File: config.mk
export PLATFORM = sky130hd
export DESIGN_NAME = cpu_sequencer
export DESIGN_NICKNAME = d
export VERILOG_FILES = /design/src/rtl/cpu_sequencer_pkg.sv /design/src/rtl/cpu_sequencer_wait_timer.sv /design/src/rtl/cpu_sequencer.sv
export SDC_FILE = /design/constraint.sdc
export NUM_CORES = 1
export LEC_CHECK = 0
export ABC_AREA = 1
export CORE_UTILIZATION = 51
export CTS_BUF_LIST = sky130_fd_sc_hd__clkbuf_16
export CTS_CLUSTER_DIAMETER = 200
export DETAILED_ROUTE_END_ITERATION = 8
export PLACE_DENSITY = 0.88
export SLEW_MARGIN = 20
export SYNTH_ARGS = -nofsm -noshare
export SYNTH_HDL_FRONTEND = slang
export SYNTH_HIERARCHICAL = 1
export SYNTH_SLANG_ARGS = --single-unit
File: constraint.sdc
create_clock -name clk -period 2.8 [get_ports clk]
set_input_delay 0.28 -clock clk [delete_from_list [all_inputs] [get_ports clk]]
set_output_delay 0.28 -clock clk [all_outputs]
set_load 0.005 [all_outputs]
File: src/rtl/cpu_sequencer_pkg.sv
// Shared types for the CPU control sequencer: FSM state encoding and decoded instruction class.
package cpu_pkg;

  typedef enum logic [3:0] {
    IDLE       = 4'd0,
    FETCH      = 4'd1,
    FETCH_WAIT = 4'd2,
    DECODE     = 4'd3,
    EXEC       = 4'd4,
    MUL_WAIT   = 4'd5,
    MEM_ADDR   = 4'd6,
    MEM_WAIT   = 4'd7,
    PC_INC     = 4'd8,
    FAULT      = 4'd9
  } state_t;

  typedef enum logic [1:0] {
    DP  = 2'd0,
    MUL = 2'd1,
    LDR = 2'd2,
    STR = 2'd3
  } instr_class_t;

endpackage

File: src/rtl/cpu_sequencer_wait_timer.sv
// Saturating wait counter with clear/increment and an equality match against a target.
module seq_wait_timer #(
  parameter int unsigned WIDTH = 5
) (
  input  logic             clk,
  input  logic             reset,
  input  logic             clear,
  input  logic             inc,
  input  logic [WIDTH-1:0] target,
  output logic             match
);

  logic [WIDTH-1:0] count;

  always_ff @(posedge clk) begin
    if (reset || clear) begin
      count <= '0;
    end else if (inc && (count != '1)) begin
      count <= count + 1'b1;
    end
  end

  always_comb begin
    match = (count == target);
  end

endmodule

File: src/rtl/cpu_sequencer.sv
// Fetch/decode/execute control FSM generating processing-unit strobes and memory handshake.
module cpu_sequencer
  import cpu_pkg::*;
#(
  parameter int unsigned MUL_LATENCY = 2,
  parameter int unsigned MEM_TIMEOUT = 16
) (
  input  logic       clk,
  input  logic       reset,
  input  logic       run,
  input  logic       mem_ready,
  input  logic [1:0] instr_class,
  input  logic       cond_pass,
  input  logic       set_flags,
  output logic       mem_read,
  output logic       mem_write,
  output logic       address_latch_trigger,
  output logic       ir_latch_trigger,
  output logic       pc_increment_trigger,
  output logic       reg_write_enable,
  output logic       flags_write_enable,
  output logic       mul_start,
  output logic       busy,
  output logic       fault,
  output logic [3:0] state
);

  localparam int unsigned MAX_WAIT = (MUL_LATENCY > MEM_TIMEOUT) ? MUL_LATENCY : MEM_TIMEOUT;
  localparam int unsigned CW       = $clog2(MAX_WAIT + 1);
  localparam logic [CW-1:0] MUL_TGT = CW'(MUL_LATENCY - 1);
  localparam logic [CW-1:0] MEM_TGT = CW'((MEM_TIMEOUT == 0) ? 0 : MEM_TIMEOUT - 1);
  localparam logic TIMEOUT_EN = (MEM_TIMEOUT != 0);

  state_t       cur, nxt;
  instr_class_t cls;
  logic         t_clear, t_inc, t_match;
  logic [CW-1:0] t_target;

  seq_wait_timer #(.WIDTH(CW)) u_timer (
    .clk    (clk),
    .reset  (reset),
    .clear  (t_clear),
    .inc    (t_inc),
    .target (t_target),
    .match  (t_match)
  );

  always_ff @(posedge clk) begin
    if (reset) begin
      cur <= IDLE;
      cls <= DP;
    end else begin
      cur <= nxt;
      if (cur == DECODE) cls <= instr_class_t'(instr_class);
    end
  end

  always_comb begin
    nxt                   = cur;
    t_clear               = 1'b0;
    t_inc                 = 1'b0;
    t_target              = (cur == MUL_WAIT) ? MUL_TGT : MEM_TGT;
    mem_read              = 1'b0;
    mem_write             = 1'b0;
    address_latch_trigger = 1'b0;
    ir_latch_trigger      = 1'b0;
    pc_increment_trigger  = 1'b0;
    reg_write_enable      = 1'b0;
    flags_write_enable    = 1'b0;
    mul_start             = 1'b0;
    unique case (cur)
      IDLE: if (run) nxt = FETCH;
      FETCH: begin
        address_latch_trigger = 1'b1;
        t_clear               = 1'b1;
        nxt                   = FETCH_WAIT;
      end
      FETCH_WAIT: begin
        mem_read = 1'b1;
        if (mem_ready) begin
          ir_latch_trigger = 1'b1;
          nxt              = DECODE;
        end else begin
          t_inc = 1'b1;
          if (TIMEOUT_EN && t_match) nxt = FAULT;
        end
      end
      DECODE: begin
        if (!cond_pass) begin
          nxt = PC_INC;
        end else begin
          unique case (instr_class_t'(instr_class))
            DP:  nxt = EXEC;
            MUL: begin
              mul_start = 1'b1;
              t_clear   = 1'b1;
              nxt       = MUL_WAIT;
            end
            default: nxt = MEM_ADDR;
          endcase
        end
      end
      EXEC: begin
        reg_write_enable   = 1'b1;
        flags_write_enable = set_flags;
        nxt                = PC_INC;
      end
      MUL_WAIT: begin
        t_inc = 1'b1;
        if (t_match) begin
          reg_write_enable   = 1'b1;
          flags_write_enable = set_flags;
          nxt                = PC_INC;
        end
      end
      MEM_ADDR: begin
        address_latch_trigger = 1'b1;
        t_clear               = 1'b1;
        nxt                   = MEM_WAIT;
      end
      MEM_WAIT: begin
        mem_write = (cls == STR);
        mem_read  = (cls != STR);
        if (mem_ready) begin
          reg_write_enable = (cls == LDR);
          nxt              = PC_INC;
        end else begin
          t_inc = 1'b1;
          if (TIMEOUT_EN && t_match) nxt = FAULT;
        end
      end
      PC_INC: begin
        pc_increment_trigger = 1'b1;
        nxt                  = run ? FETCH : IDLE;
      end
      FAULT: nxt = FAULT;
      default: nxt = IDLE;
    endcase
    // Reset abandons any in-flight transaction immediately, not at the next edge.
    if (reset) begin
      mem_read              = 1'b0;
      mem_write             = 1'b0;
      address_latch_trigger = 1'b0;
      ir_latch_trigger      = 1'b0;
      pc_increment_trigger  = 1'b0;
      reg_write_enable      = 1'b0;
      flags_write_enable    = 1'b0;
      mul_start             = 1'b0;
    end
  end

  always_comb begin
    state = cur;
    busy  = (cur != IDLE) && (cur != FAULT);
    fault = (cur == FAULT);
  end

endmodule

==> results.json, run 1 <==
{
  "cts_setup_buffers": 0,
  "final_cell_mix": "nand2_1, clkdlybuf4s50_1, nor2_1",
  "htreeDepth": 1,
  "nNetsFinal": 176,
  "yosys-top-cells-area": "dfxtp_1, nand2_1, nor2_1",
  "startpoint": "state[2]$_SDFFE_PP0P_",
  "grt_max_degree": 13,
  "cp.arrival_ns": 2.43,
  "cts_root_buf": "clkbuf_16",
  "fin_tns_setup_ns": 0,
  "status": "finished, violations left",
  "whs_ns": 0.483,
  "synth_top_area_frac": 0.253,
  "power_density_nw_per_um2": 549,
  "avgViaCountPerCell": 5.70,
  "rows": 14,
  "ff2ff_setup_slack_ns": 0.85,
  "syn_nets": 150,
  "final_area_sq_um": 1200,
  "min_period_ns": 2.71,
  "clk_path_buf_depth": 2,
  "cts_buffers": 3,
  "vias": 1031,
  "rsz0062_at_grt": "no",
  "antenna_found_initial": 0,
  "ys_types": 27,
  "drt_iter0_drc": 30,
  "die_area_sq_um": 1880,
  "yosys_warnings": 6,
  "drive_gt1_frac": 0.194,
  "synthCells": 140,
  "synth.avg_cell_area_sq_um": 6.22,
  "port-buffer-count": 21,
  "die_h_um": 43.3,
  "area_delta_synth_final_pct": 37.4,
  "worst_r2r_endpoint": "state[0]$_SDFFE_PP0P_",
  "slew_viol_final": 0,
  "worstHoldPathType": "reg2reg",
  "initial_core_util": 0.559,
  "diodes": 0,
  "synth_area_sq_um": 871,
  "maxCapViolCount": 0,
  "grt_remaining_overflow": 0,
  "violations": "DRC",
  "grt_pass1_wl_um": 4200,
  "drc_errors": 2,
  "worstSetupEndpoint": "flags_write_enable",
  "r2r_start": "state[2]$_SDFFE_PP0P_",
  "p_leak_nw": 0.516,
  "wl_um": 2480,
  "clock_latency_ns": 0.24,
  "required_ns": 2.52,
  "drt-wirelength-per-cell_um": 13.7,
  "design.core.area_sq_um": 1560,
  "ir_drop_mv": 0.418,
  "clk_pin_slew_ns": 0.05,
  "yosysTopAreaCell": "dfxtp_1",
  "cts_num_sinks": 11,
  "ys_seq_area_frac": 0.253,
  "critPathCaptureType": "primary output",
  "layout_commonest_cell": "nand2_1",
  "firstDrtPassIters": 7,
  "dp_hpwl_um": 1780,
  "placed_cell_area_sq_um": 1100,
  "grt_pass1_vias": 956,
  "setup_viol": 0,
  "r2r_cells": 14,
  "ys_seq_elements": 11,
  "pin_count": 22,
  "fin_crit_sh": 0.968,
  "critPathMaxFanout": 6,
  "final_util": 0.767,
  "grt_usage": 0.303,
  "ant_nets": 0,
  "cts_tree": "built",
  "gp_congestion": 0.935,
  "die_w_um": 43.3,
  "critPathLaunchType": "flop",
  "clock_skew_ns": 0.00379,
  "hold_violations": 0,
  "max_freq_mhz": 369,
  "worst-setup-path-type": "reg2out"
}
-- critical path, stage by stage (launching register included) --
cell	delay [ns]
dfxtp_2	0.40
inv_2	0.06
nor2_4	0.21
nand2_2	0.15
xnor2_1	0.19
nand3_1	0.09
nor2_1	0.11
inv_1	0.11
a21oi_2	0.19
and3b_1	0.18
clkdlybuf4s50_1	0.50
-- cells in the mapped netlist --
cell type,count
conb_1,2
inv_2,5
and3b_1,1
xnor2_1,4
nor2_4,3
nor3_1,4
nand2_4,1
nor4_1,1
nand3_2,1
dfxtp_1,11
nand3_1,10
o21bai_1,1
ha_1,2
o21ai_0,5
nand2_1,28
or2_0,1
a31oi_1,1
a21oi_2,1
nor2_2,7
o21ai_1,2
clkinv_2,1
o21a_1,1
inv_1,14
nor2_1,17
clkbuf_1,1
nand2_2,3
a21oi_1,12
-- metrics by stage --
stage / instances / power (mW) / setup WS (ns)
3_5_place_dp: 177 / 0.379 / 0.161
6_report: 181 / 0.656 / 0.0888
2_1_floorplan: 140 / 0.303 / 0.955
3_3_place_gp: 177 / 0.373 / 0.343
5_1_grt: 181 / 0.686 / 0.00556
4_1_cts: 181 / 0.650 / 0.0470
-- what timing repair did --
item	CTS	global route
hold buffers	0	0
endpoints found under the setup margin	2	2
hold endpoints to repair	0	0
resized for setup	3	2
pin swaps	0	0
-- area by class of cell --
cell class | count | area (sq um)
Sequential cell | 11 | 223
Multi-Input combinational cell | 108 | 579
Tap cell | 16 | 20.0
Timing Repair Buffer | 22 | 218
Fill cell | 111 | 363
Inverter | 20 | 76.3
Clock inverter | 1 | 5.00
Clock buffer | 3 | 75.1
-- state kept, by name, indices dropped and copies added, names as in the netlist --
register / count
u_timer/count: 5
state: 4
cls: 2
-- cell families after synthesis --
group,count (synthesis),share of synthesized area
other,2,0.00862
xor gates and xnor gates,4,0.0402
DFF,11,0.253
AOI/OAI and AO/OA,23,0.144
adders and majority gates,2,0.0287
and+or+nand+nor,77,0.434
buffers and inverters,21,0.0919
-- where the power goes --
group / switching, mW / internal, mW / leakage, nW
Clock: 0.0775 / 0.190 / 0.0409
Sequential: 0.0213 / 0.172 / 0.0900
Combinational: 0.109 / 0.0875 / 0.386
Total: 0.208 / 0.449 / 0.516
-- worst min path at each step --
| stage | cells after the start | endpoint | start |
|---|---|---|---|
| after floorplan | 3 | u_timer/count[2]$_SDFFE_PP0P_ | reset |
| after global placement | 2 | cls[0]$_SDFFE_PP0N_ | cls[0]$_SDFFE_PP0N_ |
| after detailed placement | 2 | cls[1]$_SDFFE_PP0N_ | cls[1]$_SDFFE_PP0N_ |
| after CTS | 2 | cls[1]$_SDFFE_PP0N_ | cls[1]$_SDFFE_PP0N_ |
| after global routing | 2 | cls[0]$_SDFFE_PP0N_ | cls[0]$_SDFFE_PP0N_ |
| final | 2 | cls[1]$_SDFFE_PP0N_ | cls[1]$_SDFFE_PP0N_ |
-- metal layers --
| layer | routed length (um) | global-route usage | part of all wire | up-vias |
|---|---|---|---|---|
| met5 | 0 | 0 | 0 | - |
| met2 | 1190 | 0.509 | 0.48 | 56 |
| met1 | 1030 | 0.375 | 0.42 | 469 |
| li1 | - | - | - | 497 |
| met4 | 53 | 0.138 | 0.021 | 0 |
| met3 | 203 | 0.0511 | 0.082 | 9 |
No activity file was read; power rests on OpenSTA's default activity.
==> inputs of run 2 (changes only) <==
--- a/config.mk
+++ b/config.mk
@@ -6,9 +6,11 @@
 export NUM_CORES = 1
 export LEC_CHECK = 0
 export ABC_AREA = 1
-export CORE_UTILIZATION = 51
+export CELL_PAD_IN_SITES_DETAIL_PLACEMENT = 0
+export CELL_PAD_IN_SITES_GLOBAL_PLACEMENT = 1
+export CORE_UTILIZATION = 35
 export CTS_BUF_LIST = sky130_fd_sc_hd__clkbuf_16
-export CTS_CLUSTER_DIAMETER = 200
+export CTS_CLUSTER_DIAMETER = 120
 export DETAILED_ROUTE_END_ITERATION = 8
 export PLACE_DENSITY = 0.88
 export SLEW_MARGIN = 20
==> run 2 against run 1 <==
Effect of this change:
- the flow now finishes without violations
- cell area rose by 2.1%
- clock power is 3% lower
- setup slack better by 0.039 ns
- total power fell by 2.5%
- combinational power shrank 3%
- flip-flop and latch count is the same
- first-iteration DRC count is 27% lower
- clock-buffer cell count unchanged
- non-clock buffer count increased by 2
- via count down 8.9%
- global-route usage down 11 points
- critical path depth unchanged
==> results.json, run 2 (synthesized netlist as in run 1, its figures left out) <==
{
  "status": "completed",
  "drt-wirelength-per-cell_um": 11.6,
  "slew_viol_final": 0,
  "pin_count": 22,
  "critPathLaunchType": "flop",
  "r2r_cells": 14,
  "clk_pin_slew_ns": 0.04,
  "clk_path_buf_depth": 2,
  "initial_core_util": 0.383,
  "r2r_start": "state[2]$_SDFFE_PP0P_",
  "clock_skew_ns": 0.000970,
  "max_freq_mhz": 374,
  "ant_nets": 0,
  "min_path_cells": 2,
  "instances_no_fill": 195,
  "grt_max_degree": 9,
  "drc_errors": 0,
  "worst-setup-path-type": "reg2out",
  "setup_ws_ns": 0.127,
  "power_density_nw_per_um2": 524,
  "die_h_um": 51.9,
  "total_power_uw": 640,
  "required_ns": 2.52,
  "hp-start": "cls[0]$_SDFFE_PP0N_",
  "clock_latency_ns": 0.24,
  "gp_congestion": 0.805,
  "final_cell_mix": "nand2_1, clkdlybuf4s50_1, nor2_1",
  "worstHoldPathType": "reg2reg",
  "critPathMaxFanout": 6,
  "maxCapViolCount": 0,
  "nNetsFinal": 178,
  "min_period_ns": 2.67,
  "avgViaCountPerCell": 4.82,
  "cts_buffers": 3,
  "startpoint": "state[2]$_SDFFE_PP0P_",
  "layout_commonest_cell": "nand2_1",
  "drt_iter0_drc": 22,
  "area_delta_synth_final_pct": 40.2,
  "grt_pass1_vias": 916,
  "critPathCaptureType": "primary output",
  "grt_usage": 0.192,
  "drive_gt1_frac": 0.192,
  "die_w_um": 51.9,
  "setup_viol": 0,
  "largest_register_ffs": 5,
  "place_inst": 189,
  "cts_tree": "built",
  "cts_root_buf": "clkbuf_16",
  "hold_violations": 0,
  "port-buffer-count": 21,
  "place_ws_ns": 0.227,
  "diodes": 0,
  "cts_num_sinks": 11,
  "wl_um": 2270,
  "grt_remaining_overflow": 0,
  "firstDrtPassIters": 4,
  "design.core.area_sq_um": 2280,
  "htreeDepth": 1,
  "p_leak_nw": 0.528,
  "hold_buffers": 0,
  "rows": 17,
  "vias": 939,
  "dp_hpwl_um": 1760,
  "die_area_sq_um": 2690,
  "top_register": "u_timer/count",
  "antenna_found_initial": 0,
  "fin_tns_setup_ns": 0,
  "fin_crit_sh": 0.954,
  "whs_ns": 0.488,
  "cp.arrival_ns": 2.39,
  "ir_drop_mv": 0.351,
  "grt_pass1_wl_um": 3820
}
run 2: cell count changes in the layout (fill, tap and decap cells not counted), sizes merged:
cell | previous run | this run
inv | 19 | 20
clkinv | 2 | 1
buf | 1 | 3
run 2: what timing repair did:
action,in CTS,in global routing
pin swaps,0,1
hold endpoints to repair,0,0
cloned,0,0
gates resized for setup,1,3
setup buffers,0,2
setup endpoints to repair,2,2
run 2: critical path, cell delays in order, from the launching register on:
cell,delay (ns)
dfxtp_2,0.41
inv_2,0.06
nor2_4,0.17
nand2_2,0.13
xnor2_1,0.18
nand3_1,0.09
nor2_1,0.12
inv_1,0.10
a21oi_1,0.21
and3b_1,0.19
clkdlybuf4s50_1,0.50
run 2: metrics by stage:
step	utilization	area (sq um)
6_report	0.537	1220
5_1_grt	0.537	1220
4_1_cts	0.527	1200
3_5_place_dp	0.492	1120
3_3_place_gp	0.492	1120
2_1_floorplan	-	871
run 2: layer usage:
layer | GRT usage | vias up | part of all wire
met5 | 0 | - | 0
met4 | 0.0676 | 0 | 0.0040
met3 | 0.0205 | 2 | 0.045
met2 | 0.327 | 28 | 0.45
met1 | 0.246 | 410 | 0.50
li1 | - | 499 | -
run 2: path summary, 6_finish.rpt:
| kind | to | slack [ns] |
|---|---|---|
| worst max-delay path | flags_write_enable | 0.13 |
| worst min-delay path | cls[0]$_SDFFE_PP0N_ | 0.49 |
| worst max register to register | state[0]$_SDFFE_PP0P_ | 0.92 |
| worst min register to register | cls[0]$_SDFFE_PP0N_ | 0.49 |
run 2: cell type report:
type	count	area (sq um)
inverters	20	76.3
clock buffers	3	75.1
flip-flops and latches	11	223
clock inverters	1	3.75
fillers	214	1050
multi-input cells	108	576
well taps	28	35.0
repair buffers	24	233
run 2: where the power goes:
group | internal, mW | switching [mW] | total, mW | leakage [nW]
registers | 0.172 | 0.0205 | 0.192 | 0.0900
clock network | 0.188 | 0.0706 | 0.258 | 0.0423
logic | 0.0883 | 0.101 | 0.190 | 0.395
==> RTL edit 1 (flow settings as in run 2) <==
Put a register stage on the output `fault`. The value now appears one clock later. The other outputs are not delayed to match.
--- a/src/rtl/cpu_sequencer.sv
+++ b/src/rtl/cpu_sequencer.sv
@@ -31,4 +31,6 @@
   localparam logic [CW-1:0] MEM_TGT = CW'((MEM_TIMEOUT == 0) ? 0 : MEM_TIMEOUT - 1);
   localparam logic TIMEOUT_EN = (MEM_TIMEOUT != 0);
+
+  logic fault_d;
 
   state_t       cur, nxt;
@@ -153,5 +155,9 @@
     state = cur;
     busy  = (cur != IDLE) && (cur != FAULT);
-    fault = (cur == FAULT);
+    fault_d = (cur == FAULT);
+  end
+
+  always_ff @(posedge clk) begin
+    fault <= fault_d;
   end
 
Formal check against the unedited RTL: same outputs for any inputs over 10 cycles, from zero or initial values and one cycle with reset high; that may be too few to reach the edited logic, so the function may still have changed.
==> RTL edit 1 against run 2 <==
Final area is 1.2% higher; power up 4.0%; via count is 0.43% lower; synthesized area rose by 2.3%; clock power increased by 3%; critical path depth stayed put; sequential cell count up 1; count of clock-buffer cells in the layout unchanged; setup slack better by 0.11 ns; routed wire length is 4.5% lower; sequential share of layout area up 1.3 points; largest power group unchanged.
==> RTL edit 1: results (changes against run 2) <==
Parameter                              Value

Status
  Result of the run    complete, no violations

CTS
  Maximum root-to-sink buffer count    2 (unchanged)
  Buffer type at the clock tree root    sky130_fd_sc_hd__clkbuf_16
  Clock H-tree levels    1 (unchanged)
  Buffers inserted during post-CTS setup optimization    0 (unchanged)
  CTS clock-pin slew for the worst setup and hold paths    0.04 ns (about the same)
  Resized Gates After CTS    0 (-1)

Global routing
  First-pass GRT wire length    3660 um (-4.3%)
  Antenna violations before repair    0 (unchanged)
  Maximum number of pins on one net before global-route repair    12 (+3)
  Number of global-route vias before repair    874 (-4.6%)
  Total Routing Usage GR    18.5% (-0.69 points)

Worst setup path
  Critical path launch point type    flip-flop
  Max stage delay on crit path    0.50 ns (about the same)
  Data arrival time of the critical path    2.28 ns (-0.11 ns)
  Crit Path Max Fanout    6 (unchanged)
  Crit. Startpoint    state[2]
  Cell family with the largest share of critical-path delay    buffers and inverters
  Critical Path Sink    flags_write_enable
  Capture point of the worst reg-to-reg path    state[0]
  Internal reg-to-reg setup slack    0.93 ns
  Worst R2R Path Depth    11 (-3)

Route
  Wire per inst    11.1 um (-4.5%)
  Via count of the routed design    935 (-0.43%)
  DRT Pass-1 Iters    4 (unchanged)
  Initial DRC Count    8 (-64%)

Synth
  Unique masters post-synth    27 (unchanged)
  Top cell types by occurrence after synthesis    28 x sky130_fd_sc_hd__nand2_1, 17 x sky130_fd_sc_hd__nor2_1, 14 x sky130_fd_sc_hd__inv_1, 12 x sky130_fd_sc_hd__a21oi_1, 12 x sky130_fd_sc_hd__dfxtp_1
  Number of cells produced by synthesis    141 (+0.71%)
  Syn_nets    151 (+0.67%)
  Async SR Flop Fraction    0% (unchanged)
  Main area contributors after synthesis    sky130_fd_sc_hd__dfxtp_1 27%, sky130_fd_sc_hd__nand2_1 12%, sky130_fd_sc_hd__nor2_1 7.2%
  Warnings, synthesis    6 (unchanged)
  Share of the yosys chip area belonging to registers    27.0% (+1.7 points)

Cells and area
  Number of flip-flops in the largest register    5 (unchanged)
  Reg with most FFs    u_timer/count
  Fraction of layout cells with a size suffix above 1    18.6% (-0.60 points)
  Count of inserted antenna diode cells    0 (unchanged)
  Final net count    178 (unchanged)

Pwr
  Power drawn by the sequential cells    0.000202 W (+5%)
  Leakage power    0.527 nW (-0.13%)
  Reported clock group power    0.000265 W (+3%)
  Worst vdd rail ir drop    480 uV (+37%)
  Internal power of the cells    0.000465 W (+4.0%)
  Overall power consumption    0.000665 W (+4.0%)

Timing
  Final total negative setup slack    0 ns (unchanged)
  Worst hold slack after final layout    0.479 ns (-0.00863 ns)
  Clock skew    0.00300 ns (+0.00203 ns)

Place
  RePlAce Congestion    0.824 (+2.3%)
  Setup slack at placement    0.330 ns (+0.103 ns)
  DP Cell Count    191 (+1.1%)
  Port buffer count    21 (unchanged)
  Placement-stage cell area    1150 um^2 (+2.5%)
  DPL Wire Length    1730 um (-1.7%)

Worst hold path
  Hold Path Stages    2 (unchanged)
  Classification of the worst-slack hold path    reg -> reg
  Endpoint, Worst Hold    cls[0]
  Worst hold start    cls[0]
[RTL edit 1: cell types whose count changed after synthesis, sizes merged]
cell / run 2 / this run
dfxtp: 11 / 12
[RTL edit 1: area by class of cell]
class	count	area [um^2]
repair buffers	23	225
flip-flops and latches	12	241
multi-input cells	108	579
inverters	20	76.3
clock buffers	3	75.1
well taps	28	35.0
fillers	242	1060
clock inverters	1	3.75
[RTL edit 1: kinds of logic (layout without fill, tap and decap cells)]
kind of cell	count (synthesis)	after routing	share of synthesized area, %
and+or+nand+nor	77	77	42.4
AOI/OAI and AO/OA	23	23	14.0
buffers and inverters	21	47	8.99
DFF	12	12	27.0
xor gates and xnor gates	4	4	3.93
adders and majority gates	2	2	2.81
other	2	2	0.843
[RTL edit 1: per-layer routing]
layer,vias up,global-route usage [%],wire [um]
li1,500,-,-
met5,-,0,0
met1,419,21.3,974
met2,12,31.4,1080
met3,4,4.35,65
met4,0,9.21,44
==> RTL edit 2 (flow settings as in run 2) <==
Made on the original files. Set the parameter `MEM_TIMEOUT` to 64 (it was 16).
--- a/src/rtl/cpu_sequencer.sv
+++ b/src/rtl/cpu_sequencer.sv
@@ -4,5 +4,5 @@
 #(
   parameter int unsigned MUL_LATENCY = 2,
-  parameter int unsigned MEM_TIMEOUT = 16
+  parameter int unsigned MEM_TIMEOUT = 64
 ) (
   input  logic       clk,
Function: same outputs for any inputs over 10 cycles, from zero or initial values and one cycle with reset high; that may be too few to reach the edited logic, so the function may still have changed.
==> RTL edit 2 against run 2 <==
The run now ends with DRC left; sequential cell count grew 2; register-to-register slack lost 0.03 ns; die area grew 23%; sequential share of layout area shrank 0.27 points; power grew 12%; hold slack lost 0.0097 ns; final area grew 20%; synthesized area grew 24%; routed wire length grew 24%; final cell count grew 19%; setup slack lost 0.073 ns; clock skew grew 0.0026 ns; utilization shrank 1.7 points; critical path type unchanged.
==> RTL edit 2: results (changes against run 2) <==
Parameter                              Value

Cells and area
  Number of flip-flops in the largest register    7 (+2)
  Clock network area share    5.37% (-1.1 points)
  Fraction of layout cells with a size suffix above 1    20.3% (+1.1 points)
  Final-layout non-clock buffer area share    18.4% (-0.66 points)
  Final net count    212 (+19%)
  Area occupied by multi-input gates    733 um^2 (+27%)
  Fraction of standard cell area that is sequential    18.0% (-0.27 points)
  Filler cells    286 (+34%)

Worst hold path
  Endpoint, Worst Hold    cls[1]
  Worst hold start    cls[1]

Route
  DRT Pass-1 Iters    6 (+2)
  Aggregate routed wire length    2800 um (+24%)
  Wire length on met1    1340 um (+19%)
  DR WL met2    1220 um (+19%)
  Initial DRC Count    58 (+160%)
  Via count of the routed design    1148 (+22%)
  Detailed route wirelength on metal3    181 um (+77%)
  Wire per inst    12.0 um (+3.4%)
  DRC violation count after routing    2 (+2)

Global routing
  Grt met2 use    26.7% (-5.9 points)
  Global Route met3 Usage    3.85% (+1.8 points)
  Maximum number of pins on one net before global-route repair    13 (+4)
  First-pass GRT wire length    4510 um (+18%)
  Number of global-route vias before repair    1034 (+13%)
  Total Routing Usage GR    17.9% (-1.3 points)

Place
  RePlAce Congestion    0.938 (+17%)
  Setup slack at placement    0.0772 ns (-0.149 ns)
  DP Cell Count    225 (+19%)

Pwr
  Combinational cell fraction of total power    32.0% (+2.4 points)
  Leakage power    0.642 nW (+22%)
  Worst vdd rail ir drop    259 uV (-26%)
  Sw power    0.000224 W (+16%)

Worst setup path
  Worst R2R Path Depth    13 (-1)
  Data arrival time of the critical path    2.47 ns (+0.08 ns)
  Reg2reg start    state[1]
  Internal reg-to-reg setup slack    0.89 ns (-0.03 ns)

Synth
  Share of the yosys chip area belonging to registers    24.2% (-1.1 points)
  Syn_nets    180 (+20%)
  Unique masters post-synth    30 (+11%)
  Top cell types by occurrence after synthesis    37 x sky130_fd_sc_hd__nand2_1, 25 x sky130_fd_sc_hd__nor2_1, 14 x sky130_fd_sc_hd__inv_1, 14 x sky130_fd_sc_hd__nand3_1, 13 x sky130_fd_sc_hd__dfxtp_1
  Main area contributors after synthesis    sky130_fd_sc_hd__dfxtp_1 24%, sky130_fd_sc_hd__nand2_1 13%, sky130_fd_sc_hd__nor2_1 8.7%
  Mean instance size in the synthesized netlist    6.30 um^2 (+1.3%)

Status
  Result of the run    complete, but fails checks
  Violations in the final reports    DRC

CTS
  Clk sinks    13 (+2)
  Clock Latency Late Sink    0.24 ns (about the same)

Timing
  Final worst setup slack    0.0540 ns (-0.0734 ns)
  Worst hold slack after final layout    0.478 ns (-0.00971 ns)
  Clock skew    0.00359 ns (+0.00262 ns)
==> RTL edit 2: cell count changes in the layout (fill, tap and decap cells not counted), sizes merged, moves of 2 or more <==
cell          run 2  this run
nand2            32        44
buf               3         8
xnor2             4         7
o21ai             7         4
nand4             0         2
nor2             27        37
dfxtp            11        13
nand3            11        14
==> RTL edit 2: cell families after synthesis <==
group                    share of synthesized area (%)
XOR/XNOR                                          5.69
AND/OR/NAND/NOR                                   49.2
flip-flops                                        24.2
buffers and inverters                             8.83
adder cells (fa/ha/maj)                           1.16
AO/OA/AOI/OAI                                     10.2
other                                            0.697
==> RTL edit 2: per-stage QoR <==
stage	power (W)	TNS [ns]	instance area (um^2)
4_1_cts	0.000715	0	1430
6_report	0.000717	0	1470
3_5_place_dp	0.000438	0	1350
5_1_grt	0.000757	-0.0555	1470
2_1_floorplan	0.000349	0	1080
3_3_place_gp	0.000438	0	1350
